**src/rtl/chess_pkg.sv**
```systemverilog
// Shared types for the chess board user-interface blocks.
//   piece_code_t : 4-bit piece code as stored in the board array.
//                  0 = empty, bit COLOUR_BIT = colour (0 white, 1 black).
//   ptr_state_t  : pointer controller state (IDLE = nothing held, HELD = piece picked).
//   is_own_piece : true when a code is a non-empty piece of the given side.
package chess_pkg;

  typedef logic [3:0] piece_code_t;

  localparam piece_code_t EMPTY      = 4'd0;
  localparam int          COLOUR_BIT = 3;

  typedef enum logic {
    IDLE = 1'b0,
    HELD = 1'b1
  } ptr_state_t;

  function automatic logic is_own_piece(input piece_code_t piece, input logic side);
    return (piece != EMPTY) && (piece[COLOUR_BIT] == side);
  endfunction

endpackage

```
**src/rtl/board_hit_map.sv**
```systemverilog
// Registered pixel-to-square mapper.
//   clk, rst    : clock and synchronous active-high reset
//   xpos, ypos  : mouse coordinates (clk domain)
//   hover_valid : mouse lies inside the board (registered)
//   hover_pos   : row*BOARD_N + col under the mouse; holds its last value
//                 while the mouse is outside the board
module board_hit_map #(
  parameter  int BOARD_N  = 8,
  parameter  int SQ_LOG2  = 6,
  parameter  int ORIGIN_X = 256,
  parameter  int ORIGIN_Y = 128,
  parameter  int COORD_W  = 12,
  localparam int POS_W    = $clog2(BOARD_N * BOARD_N)
) (
  input  logic               clk,
  input  logic               rst,
  input  logic [COORD_W-1:0] xpos,
  input  logic [COORD_W-1:0] ypos,
  output logic               hover_valid,
  output logic [POS_W-1:0]   hover_pos
);

  localparam logic signed [COORD_W:0] ORG_X = (COORD_W+1)'(ORIGIN_X);
  localparam logic signed [COORD_W:0] ORG_Y = (COORD_W+1)'(ORIGIN_Y);
  localparam logic signed [COORD_W:0] SPAN  = (COORD_W+1)'(BOARD_N << SQ_LOG2);
  localparam logic [POS_W-1:0]        ROW_K = POS_W'(BOARD_N);

  logic signed [COORD_W:0] dx, dy;
  logic                    in_x, in_y;
  logic [POS_W-1:0]        col, row;

  // One extra bit keeps the subtraction signed so a mouse left of / above the
  // origin shows up as a negative offset instead of wrapping.
  assign dx   = signed'({1'b0, xpos}) - ORG_X;
  assign dy   = signed'({1'b0, ypos}) - ORG_Y;
  assign in_x = !dx[COORD_W] && (dx < SPAN);
  assign in_y = !dy[COORD_W] && (dy < SPAN);
  assign col  = POS_W'(unsigned'(dx) >> SQ_LOG2);
  assign row  = POS_W'(unsigned'(dy) >> SQ_LOG2);

  // ---- stage p0: registered hover ----
  always_ff @(posedge clk) begin
    if (rst) begin
      hover_valid <= 1'b0;
      hover_pos   <= '0;
    end else begin
      hover_valid <= in_x && in_y;
      if (in_x && in_y) hover_pos <= row * ROW_K + col;
    end
  end

endmodule

```
**src/rtl/board_pointer_ctrl.sv**
```systemverilog
// Mouse pointer controller for the chess board.
// Maps the mouse to a hovered square, detects left-button clicks and runs the
// pick/place handshake toward the board state block.
//   clk, rst           : clk_65 pixel clock, synchronous active-high reset
//   lmb                : raw left mouse button (asynchronous)
//   xpos, ypos         : mouse coordinates (clk domain)
//   hover_piece        : piece code at hover_pos from the board array
//   move_mask          : legal targets for sel_pos, bit i = square i
//   hover_valid/pos    : hovered square
//   pick_piece, place_piece, cancel, illegal : mutually exclusive 1-cycle pulses
//   sel_pos, sel_valid : held piece square / piece held
//   target_pos         : destination, valid with place_piece
//   turn               : side to move (0 white)
module board_pointer_ctrl
  import chess_pkg::*;
#(
  parameter  int BOARD_N     = 8,
  parameter  int SQ_LOG2     = 6,
  parameter  int ORIGIN_X    = 256,
  parameter  int ORIGIN_Y    = 128,
  parameter  int COORD_W     = 12,
  parameter  int SYNC_STAGES = 2,
  parameter  int MASK_LAT    = 2,
  localparam int POS_W       = $clog2(BOARD_N * BOARD_N)
) (
  input  logic                       clk,
  input  logic                       rst,
  input  logic                       lmb,
  input  logic [COORD_W-1:0]         xpos,
  input  logic [COORD_W-1:0]         ypos,
  input  logic [3:0]                 hover_piece,
  input  logic [BOARD_N*BOARD_N-1:0] move_mask,
  output logic                       hover_valid,
  output logic [POS_W-1:0]           hover_pos,
  output logic                       pick_piece,
  output logic                       place_piece,
  output logic                       cancel,
  output logic                       illegal,
  output logic [POS_W-1:0]           sel_pos,
  output logic [POS_W-1:0]           target_pos,
  output logic                       sel_valid,
  output logic                       turn
);

  localparam int               CNT_W  = $clog2(MASK_LAT + 2);
  localparam logic [CNT_W-1:0] LAT_LD = CNT_W'(MASK_LAT);

  board_hit_map #(
    .BOARD_N (BOARD_N),
    .SQ_LOG2 (SQ_LOG2),
    .ORIGIN_X(ORIGIN_X),
    .ORIGIN_Y(ORIGIN_Y),
    .COORD_W (COORD_W)
  ) u_hit_map (
    .clk        (clk),
    .rst        (rst),
    .xpos       (xpos),
    .ypos       (ypos),
    .hover_valid(hover_valid),
    .hover_pos  (hover_pos)
  );

  logic [SYNC_STAGES-1:0] lmb_sync_p0;
  logic                   lmb_prev_p1;
  logic                   click_p1;

  // ---- stage p0/p1: button synchroniser, edge flop, registered click ----
  // Registering the click lines it up with the hover register, so the
  // decision below sees the square that was under the mouse when it fired.
  always_ff @(posedge clk) begin
    if (rst) begin
      lmb_sync_p0 <= '0;
      lmb_prev_p1 <= 1'b0;
      click_p1    <= 1'b0;
    end else begin
      lmb_sync_p0 <= {lmb_sync_p0[SYNC_STAGES-2:0], lmb};
      lmb_prev_p1 <= lmb_sync_p0[SYNC_STAGES-1];
      click_p1    <= lmb_sync_p0[SYNC_STAGES-1] & ~lmb_prev_p1;
    end
  end

  ptr_state_t       state_q, state_nx;
  logic [CNT_W-1:0] settle_q, settle_nx;
  logic [POS_W-1:0] sel_pos_nx, target_pos_nx;
  logic             sel_valid_nx, turn_nx;
  logic             pick_nx, place_nx, cancel_nx, illegal_nx;
  logic             own;

  assign own = is_own_piece(hover_piece, turn);

  always_comb begin
    state_nx      = state_q;
    settle_nx     = settle_q;
    sel_pos_nx    = sel_pos;
    target_pos_nx = target_pos;
    sel_valid_nx  = sel_valid;
    turn_nx       = turn;
    pick_nx       = 1'b0;
    place_nx      = 1'b0;
    cancel_nx     = 1'b0;
    illegal_nx    = 1'b0;
    unique case (state_q)
      IDLE: begin
        if (click_p1 && hover_valid && own) begin
          pick_nx      = 1'b1;
          sel_pos_nx   = hover_pos;
          sel_valid_nx = 1'b1;
          settle_nx    = LAT_LD;
          state_nx     = HELD;
        end
      end
      HELD: begin
        // The move mask lags a new selection; clicks are swallowed until it settles.
        if (settle_q != '0) begin
          settle_nx = settle_q - CNT_W'(1);
        end else if (click_p1) begin
          if (!hover_valid || hover_pos == sel_pos) begin
            cancel_nx    = 1'b1;
            sel_valid_nx = 1'b0;
            state_nx     = IDLE;
          end else if (own) begin
            pick_nx    = 1'b1;
            sel_pos_nx = hover_pos;
            settle_nx  = LAT_LD;
          end else if (move_mask[hover_pos]) begin
            place_nx      = 1'b1;
            target_pos_nx = hover_pos;
            sel_valid_nx  = 1'b0;
            turn_nx       = ~turn;
            state_nx      = IDLE;
          end else begin
            illegal_nx = 1'b1;
          end
        end
      end
      default: state_nx = IDLE;
    endcase
  end

  // ---- stage p2: registered decision ----
  always_ff @(posedge clk) begin
    if (rst) begin
      state_q     <= IDLE;
      settle_q    <= '0;
      sel_pos     <= '0;
      target_pos  <= '0;
      sel_valid   <= 1'b0;
      turn        <= 1'b0;
      pick_piece  <= 1'b0;
      place_piece <= 1'b0;
      cancel      <= 1'b0;
      illegal     <= 1'b0;
    end else begin
      state_q     <= state_nx;
      settle_q    <= settle_nx;
      sel_pos     <= sel_pos_nx;
      target_pos  <= target_pos_nx;
      sel_valid   <= sel_valid_nx;
      turn        <= turn_nx;
      pick_piece  <= pick_nx;
      place_piece <= place_nx;
      cancel      <= cancel_nx;
      illegal     <= illegal_nx;
    end
  end

endmodule

```
**config.mk**
```make
export PLATFORM = sky130hd
export DESIGN_NAME = board_pointer_ctrl
export DESIGN_NICKNAME = d
export VERILOG_FILES = /design/src/rtl/chess_pkg.sv /design/src/rtl/board_hit_map.sv /design/src/rtl/board_pointer_ctrl.sv
export SDC_FILE = /design/constraint.sdc
export NUM_CORES = 1
export LEC_CHECK = 0
export BUFFER_PORTS_ARGS = -buffer_cell sky130_fd_sc_hd__buf_2
export CAP_MARGIN = 5
export CORE_MARGIN = 1.5
export CORE_UTILIZATION = 45
export DETAILED_ROUTE_END_ITERATION = 8
export PLACE_DENSITY = 0.81
export SYNTH_ARGS = -nofsm -noshare
export SYNTH_HDL_FRONTEND = slang
export SYNTH_HIERARCHICAL = 1
export SYNTH_SLANG_ARGS = --single-unit
```
**constraint.sdc**
```tcl
create_clock -name clk -period 2.5 [get_ports clk]
set_input_delay 0.5 -clock clk [delete_from_list [all_inputs] [get_ports clk]]
set_output_delay 0.5 -clock clk [all_outputs]
set_load 0.01 [all_outputs]
```
== Yosys cells after proc, flatten, opt, wreduce, memory -nomap -nowiden ==
Cells that the tools add are included.
Cells by class
  $add $sub $neg: 4
  multipliers: 0
  div/mod/pow operators: 0
  $lt $le $gt $ge: 3
  equal/unequal tests: 12
  shifts and indexed selects: 0
  mux-type cells: 35
  bitwise logic cells: 8
  reductions and logical operators: 18
Operators with widths (number)
  $mux 6: 5
  $lt 13x11->1 const B: 2
  $mux 1: 19
  $sub 12x8->13 const B: 1
  $sub 12x9->13 const B: 1
  $pmux 6 s2: 1
  $mux 2: 5
  $reduce_and 5->1: 2
  $ne 2x2->1 const B: 4
  $lt 6x7->1 const B: 1
  $not 1->1: 7
  $add 6x6->6: 1
  $bmux 1 s6: 1
  $eq 6x6->1: 1
  $logic_and 1x1->1: 6
  $ne 3x1->1 const B: 2
  $ne 3x2->1 const B: 2
  $pmux 1 s2: 3
  $reduce_and 6->1: 1
  $reduce_or 6->1: 1
  $pmux 2 s2: 1
  $reduce_and 4->1: 1
  $reduce_bool 4->1: 1
  $reduce_or 4->1: 1
  other kinds (8): 10
Storage, ports and cells
  bits in registers: 32
  bits in latches: 0
  RAM bits: 0
  memory bits (read-only): 0
  bits of input ports: 95
  output and inout port bits: 25
  word-level logic and storage cells: 95
  memories kept: 0

== Depth between registers and ports, before layout ==
Gate-level depths: netlist of the first run.
  depth after elaboration: 8
  depth in mapped cells: 9
  mapped depth without buffers: 8

== Modules after synthesis ==
The synthesis of the first run kept the hierarchy.
By module, submodules not included
  board_pointer_ctrl: instances 1, cells each 188, area an instance 1709.1 um^2, seq. area each 500.5 um^2
  board_hit_map: instances 1, cells each 49, area an instance 462.9 um^2, seq. area each 140.1 um^2

== Worst setup path after synthesis of the first run ==
Ideal clock, no wire load.
  kind: input port to flip-flop
  from: input hover_piece[3]
  to: register turn
  library setup time: 121 ps
  arrival: 1967 ps
  required time: 2379 ps
  setup slack: 412 ps
  cell stages on the path: 7
  buffers on the path: 0
  cell sequence: or2_0 > o21ai_0 > nor2_1 > and2_1 > nand3_2 > and2_4 > mux2_4
On the way
  cells in the longest elaborated chain, start to end: 4
  elaborated cells between the ends (all ways): 5
  classes of those cells: eq/ne: 1; bitwise: 1; reduce/logical: 3
Ends and longest elaborated chain
  start, declared: RTL line board_pointer_ctrl.sv:31  | input logic [3:0] hover_piece,
  $reduce_bool 4->1 or $eq 1x1->1 (tied branches): RTL line chess_pkg.sv:19  | return (piece != EMPTY) && (piece[COLOUR_BIT] == side);
  $logic_and 1x1->1 *: RTL line chess_pkg.sv:19
  $not 1->1 (no source line) *
  $reduce_and 6->1 (no source line) *
  end signal, assigned: RTL line board_pointer_ctrl.sv:159  | turn <= turn_nx;
  end, declared: RTL line board_pointer_ctrl.sv:42  | output logic turn
Mark *: on every way between the ends. The rest lies on a longest branch, timed or not.
A chain may end at the register's enable or synchronous reset.

== Worst setup path in the final report of the first run ==
  from: register u_hit_map.hover_pos[1]
  to: register turn
On the way
  cells in the longest elaborated chain, start to end: 4
  elaborated cells between the ends (all ways): 6
  classes of those cells: eq/ne: 1; mux: 2; bitwise: 1; reduce/logical: 2
Ends and longest elaborated chain
  start, declared: RTL line board_hit_map.sv:20  | output logic [POS_W-1:0] hover_pos
  start signal, assigned: RTL line board_hit_map.sv:48  | if (in_x && in_y) hover_pos <= row * ROW_K + col;
  parallel branches: the longest is 3 deep, another holds $bmux 1 s6
  $reduce_and 6->1 (no source line) *
Mark *: on every way between the ends. The select of a mux whose other input is x is not followed.

==> out/qor.yml, run 1 <==
status: "completed"
worstHoldPathType: "flop to flop"
synth.top_cell.area_share_pct: 29.5
cts_buffers: 5
worstHoldPathCells: 1
finalCriticalPeriod_ps: 2190
place_ws_ps: 266
grt_pass1_wl_mm: 8.60
timing.critical_path.fanout_max: 9
place_hpwl_mm: 4.30
max-cap-violations: 0
fin_setup_tns_ps: 0
viasPerCell: 5.27
routed-via-count: 2113
p_leak_uw: 0.00126
post_cts_resize_count: 0
fin_ws_ps: 314
finalMaxSlewViolations: 0
ir_drop_mv: 0.299
finalPower_uw: 1180
crit_required_ps: 2680
critPathBufInv: 0
netlist_instances: 237
cts_tree: "done"
rrSetupSlack_ps: 310
p_int_uw: 904
path_clk_slew_ps: 70
globalplace.congestion: 0.886
grt_max_degree: 45
cts.htree.levels: 2
clk_path_buf_depth: 2
tightest_slew_ps: 638
die-height_um: 72.5
crit_family: "simple AND/OR/NAND/NOR gates"
wl_per_cell_um: 13.5
gr-total-overflow: 0
final.setup_skew_ps: 5.46
worstPathCellList: "and2_1 -> a22oi_1 -> a211oi_1 -> nor3_2 -> nand3_2 -> and2_4 -> mux2_4"
firstDrtPassIters: 4
multi_input_area_um2: 1380
maxSlewHeadroom_pct: 57.5
switchingPower_uw: 271
rsz0062_at_grt: "false"
synth_area_leaders: "dfxtp_1, mux2i_1, a22oi_1"
cp.arrival_ps: 2370
antenna_found_initial: 0
yosys_warnings: 6
grt.total_usage_pct: 21.2
seq_area_um2: 642
drive_gt1_share_pct: 38.9
fin_crit_sh_pct: 87.4
avgSynthCellArea_um2: 9.16
drtIter0Drc: 92
critPathCaptureType: "flop"
port_buffers: 107
worstSkewPairLatency_ps: 290
p_clk_share_pct: 41.4
async_flop_share_pct: 0
hold_buffers: 0
hold_viol_final: 0
finalSetupViolations: 0
synth_area_um2: 2170
die_w_um: 72.5
utilization_pct: 61.1
remaining_drc_errors: 0
seq_area_frac_synth_pct: 29.5
io_pins: 120
power.density_nw_per_um2: 410
synth_area_leader_cell: "dfxtp_1"
rows: 25
reg2reg_depth: 7
synth_cell_type_count: 45
synth_fp_nets: 338
pwr-share-comb_pct: 14.6
fmax_mhz: 457
p_seq_share_pct: 44.0
postCtsSetupBuffers: 0
diodes: 0
crit_path_top_delay_cell: "dfxtp_1"
crit_type: "flop to flop"
wirelength_mm: 5.43
whs_endpoint: "click_p1$_SDFF_PP0_"
dieArea_um2: 5250
cts.sinks: 32
cts-root-buf: "clkbuf_8"
netSwitchingFraction_pct: 23.1
grt_pass1_vias: 1988
synth_edf_count: 0
crit_path_start_kind: "flop"
ys.flop_type: "dfxtp_1"
syn2layout_area_growth_pct: 32.0
ant_nets: 0
hold_start: "lmb_prev_p1$_SDFF_PP0_"
core-area_um2: 4690
fillCellCount: 424
ys_ff_latch: 32
nNetsFinal: 447
start_util_pct: 46.3
timing.rr.start: "u_hit_map/hover_pos[1]$_SDFFE_PP0P_"
r2r_end: "turn$_SDFFE_PP0P_"
slowest_delay_ps: 520
-- Yosys cell counts (all sizes together) (6+ instances only) --
cell type and count:
buf 12, a22oi 14, a21oi 8, nor3 9, nor2b 11, dfxtp 32, nand2 7, inv 9
mux2i 43, nor2 17, nand2b 15, nand4b 6, o21ai 6
-- registers in the layout (all words and copies together) (netlist names), 2 cells and up --
register / cells
sel_pos: 6
target_pos: 6
u_hit_map/hover_pos: 6
lmb_sync_p0: 2
settle_q: 2
-- cell families after synthesis --
group                      count (synthesis)  share of synthesized area (%)
xor gates and xnor gates                   9                           3.63
and+or+nand+nor                           76                           20.0
DFF                                       32                           29.5
muxes                                     46                           21.7
adders and majority gates                  6                           3.80
buffers and inverters                     24                           6.97
AOI/OAI and AO/OA                         44                           14.3
-- worst register-to-register path: cells and delay by family, from the launching register on --
| kind | cells | cell delay [ps] |
|---|---|---|
| mux | 1 | 290 |
| compound gates | 2 | 460 |
| flops | 1 | 520 |
| simple gates | 4 | 820 |
-- power groups by stage --
stage                     Sequential [uW]  Combinational, uW  Clock, uW
after floorplan                       528               87.6          0
after global placement                528                166          0
after detailed placement              528                173          0
after CTS                             517                174        496
after global routing                  517                191        520
final                                 517                172        487
-- how the worst max path moves through the flow --
stage / endpoint / cells after the start / slack (ps) / startpoint
3_5_place_dp: u_hit_map/hover_pos[2]$_SDFFE_PP0P_ / 7 / 270 / xpos[8]
5_1_grt: state_q$_SDFF_PP0_ / 7 / 140 / u_hit_map/hover_pos[1]$_SDFFE_PP0P_
3_3_place_gp: u_hit_map/hover_pos[2]$_SDFFE_PP0P_ / 7 / 290 / xpos[8]
4_1_cts: turn$_SDFFE_PP0P_ / 7 / 300 / u_hit_map/hover_pos[1]$_SDFFE_PP0P_
2_1_floorplan: turn$_SDFFE_PP0P_ / 7 / 410 / hover_piece[3]
6_report: turn$_SDFFE_PP0P_ / 7 / 310 / u_hit_map/hover_pos[1]$_SDFFE_PP0P_
-- stage by stage --
| stage | hold WS (ps) | cell area (um2) | cells |
|---|---|---|---|
| after CTS | 398 | 2870 | 401 |
| after global placement | 371 | 2760 | 393 |
| after detailed placement | 389 | 2760 | 393 |
| after floorplan | 367 | 2170 | 237 |
| after global routing | 423 | 2870 | 401 |
| final | 391 | 2870 | 401 |
-- layout by cell type, fill, tap and decap left out, drive strengths merged, types with 3 or more instances in the layout --
master / count
a211oi: 3
a21oi: 8
a22oi: 14
and2: 4
buf: 117
clkbuf: 6
dfxtp: 32
ha: 5
inv: 9
mux2: 3
mux2i: 43
nand2: 7
nand2b: 15
nand3: 5
nand4b: 6
nor2: 17
nor2b: 11
nor3: 9
o21ai: 6
xnor2: 5
xor2: 4
-- layer usage --
layer	routed length, um	vias to the layer above	GRT usage (%)	share of wire (%)
li1	-	1069	-	-
met1	2260	969	23.3	42
met2	2740	70	39.3	50
met3	374	5	5.69	6.9
met4	57	0	6.71	1.0
met5	0	-	0	0
-- final cells by class --
type / instances / share of cell area [%]
clock buffer: 6 / 2.53
sequential: 32 / 22.4
multi-input combinational: 181 / 48.1
inverter: 9 / 1.18
clock inverter: 2 / 1.22
tap: 54 / 2.36
timing repair buffer: 117 / 22.2
No activity file was read; power rests on OpenSTA's default activity.
==> inputs of run 2 (changes only) <==
- BUFFER_PORTS_ARGS: -buffer_cell sky130_fd_sc_hd__buf_2 -> not set
- CORE_UTILIZATION: 45 -> 50
- CTS_BUF_LIST: not set -> sky130_fd_sc_hd__clkbuf_16
- DONT_BUFFER_PORTS: not set -> 1
- PLACE_DENSITY: 0.81 -> not set
==> out/qor.yml, run 2 (synthesis gave the netlist of run 1 again) <==
status: "completed"
wl_per_cell_um: 16.5
hold_buffers: 0
crit_path_start_kind: "flop"
place_hpwl_mm: 3.67
globalplace.congestion: 0.784
place_ws_ps: 290
crit_type: "flop to flop"
timing.rr.start: "u_hit_map/hover_pos[2]$_SDFFE_PP0P_"
path_clk_slew_ps: 50
critPathBufInv: 0
fin_setup_tns_ps: 0
fmax_mhz: 448
cts_tree: "done"
clk_path_buf_depth: 2
antenna_found_initial: 0
gr-total-overflow: 0
reg_top3: "sel_pos: 6 flops, target_pos: 6 flops, u_hit_map/hover_pos: 6 flops"
die-height_um: 68.9
cts-root-buf: "clkbuf_16"
rrSetupSlack_ps: 270
postCtsSetupBuffers: 0
crit_path_top_delay_cell: "nor2b_1"
ant_nets: 0
grt_pass1_wl_mm: 7.36
remaining_drc_errors: 0
post_cts_resize_count: 0
layout_common_cells: "mux2i_1, dfxtp_1, nor2_1"
timing.critical_path.fanout_max: 7
whs_endpoint: "lmb_sync_p0[1]$_SDFF_PP0_"
crit_required_ps: 2660
syn2layout_area_growth_pct: 8.35
port_buffers: 0
max-cap-violations: 0
layout_commonest_cell: "mux2i_1"
drtIter0Drc: 58
viasPerCell: 5.98
worstHoldPathCells: 1
grt_max_degree: 45
grt_pass1_vias: 1679
p_leak_uw: 0.000806
start_util_pct: 53.2
die_w_um: 68.9
ir_drop_mv: 0.477
worstPathCellList: "nor2b_1 -> a22oi_1 -> a211oi_1 -> nor3_2 -> nand3_2 -> and2_4 -> mux2_4"
final.setup_skew_ps: 1.39
finalCriticalPeriod_ps: 2230
drive_gt1_share_pct: 10.5
core-area_um2: 4090
power.density_nw_per_um2: 544
worstSkewPairLatency_ps: 270
firstDrtPassIters: 4
critPathCaptureType: "flop"
hold_viol_final: 0
cts.sinks: 32
worstHoldPathType: "primary input to flop"
maxSlewHeadroom_pct: 64.5
nNetsFinal: 338
io_pins: 120
rows: 23
cts_buffers: 5
finalPower_uw: 1280
finalSetupViolations: 0
r2r_end: "turn$_SDFFE_PP0P_"
fin_crit_sh_pct: 89.3
fin_ws_ps: 267
hold_start: "rst"
wirelength_mm: 4.76
grt.total_usage_pct: 21.0
dieArea_um2: 4750
cp.arrival_ps: 2390
cts.htree.levels: 2
finalMaxSlewViolations: 0
diodes: 0
rsz0062_at_grt: "false"
crit_family: "simple AND/OR/NAND/NOR gates"
tightest_slew_ps: 530
reg2reg_depth: 7
slowest_delay_ps: 450
routed-via-count: 1723
[run 2: changes by cell type in the layout (fill, tap and decap cells not counted), sizes merged]
cell	before	now
clkbuf	6	5
buf	117	8
clkinv	1	2
[run 2: final cells by class]
| type | instances | area [um2] |
|---|---|---|
| Fill cell | 376 | 1730 |
| Multi-Input combinational cell | 181 | 1380 |
| Sequential cell | 32 | 642 |
| Clock buffer | 5 | 125 |
| Timing Repair Buffer | 8 | 72.6 |
| Tap cell | 50 | 62.6 |
| Clock inverter | 3 | 37.5 |
| Inverter | 9 | 33.8 |
[run 2: worst max-delay path by stage]
stage / from / endpoint / cells past startpoint
after floorplan: hover_piece[3] / turn$_SDFFE_PP0P_ / 7
after global placement: u_hit_map/hover_pos[2]$_SDFFE_PP0P_ / turn$_SDFFE_PP0P_ / 7
after detailed placement: u_hit_map/hover_pos[2]$_SDFFE_PP0P_ / turn$_SDFFE_PP0P_ / 7
after CTS: u_hit_map/hover_pos[2]$_SDFFE_PP0P_ / turn$_SDFFE_PP0P_ / 7
after global routing: u_hit_map/hover_pos[2]$_SDFFE_PP0P_ / state_q$_SDFF_PP0_ / 7
final: u_hit_map/hover_pos[2]$_SDFFE_PP0P_ / turn$_SDFFE_PP0P_ / 7
[run 2: layer usage]
| layer | global-route usage [%] | part of all wire (%) | routed length [um] |
|---|---|---|---|
| met5 | 0 | 0 | 0 |
| met2 | 37.1 | 49 | 2350 |
| met4 | 5.15 | 0.61 | 29 |
| met3 | 7.79 | 8.0 | 381 |
| met1 | 23.8 | 42 | 2000 |
[run 2: report_power, final]
group / switching [uW] / leakage, uW / internal (uW)
Clock: 205 / 0.0000789 / 462
Combinational: 46.3 / 0.000468 / 49.8
Sequential: 3.32 / 0.000259 / 515
[run 2: metrics by stage]
| stage | cell area (um2) | hold WS, ps | utilization [%] | cells |
|---|---|---|---|---|
| 2_1_floorplan | 2170 | 367 | - | 237 |
| 3_3_place_gp | 2190 | 373 | 53.6 | 280 |
| 3_5_place_dp | 2190 | 385 | 53.6 | 280 |
| 4_1_cts | 2350 | 285 | 57.6 | 288 |
| 5_1_grt | 2350 | 289 | 57.6 | 288 |
| 6_report | 2350 | 292 | 57.6 | 288 |
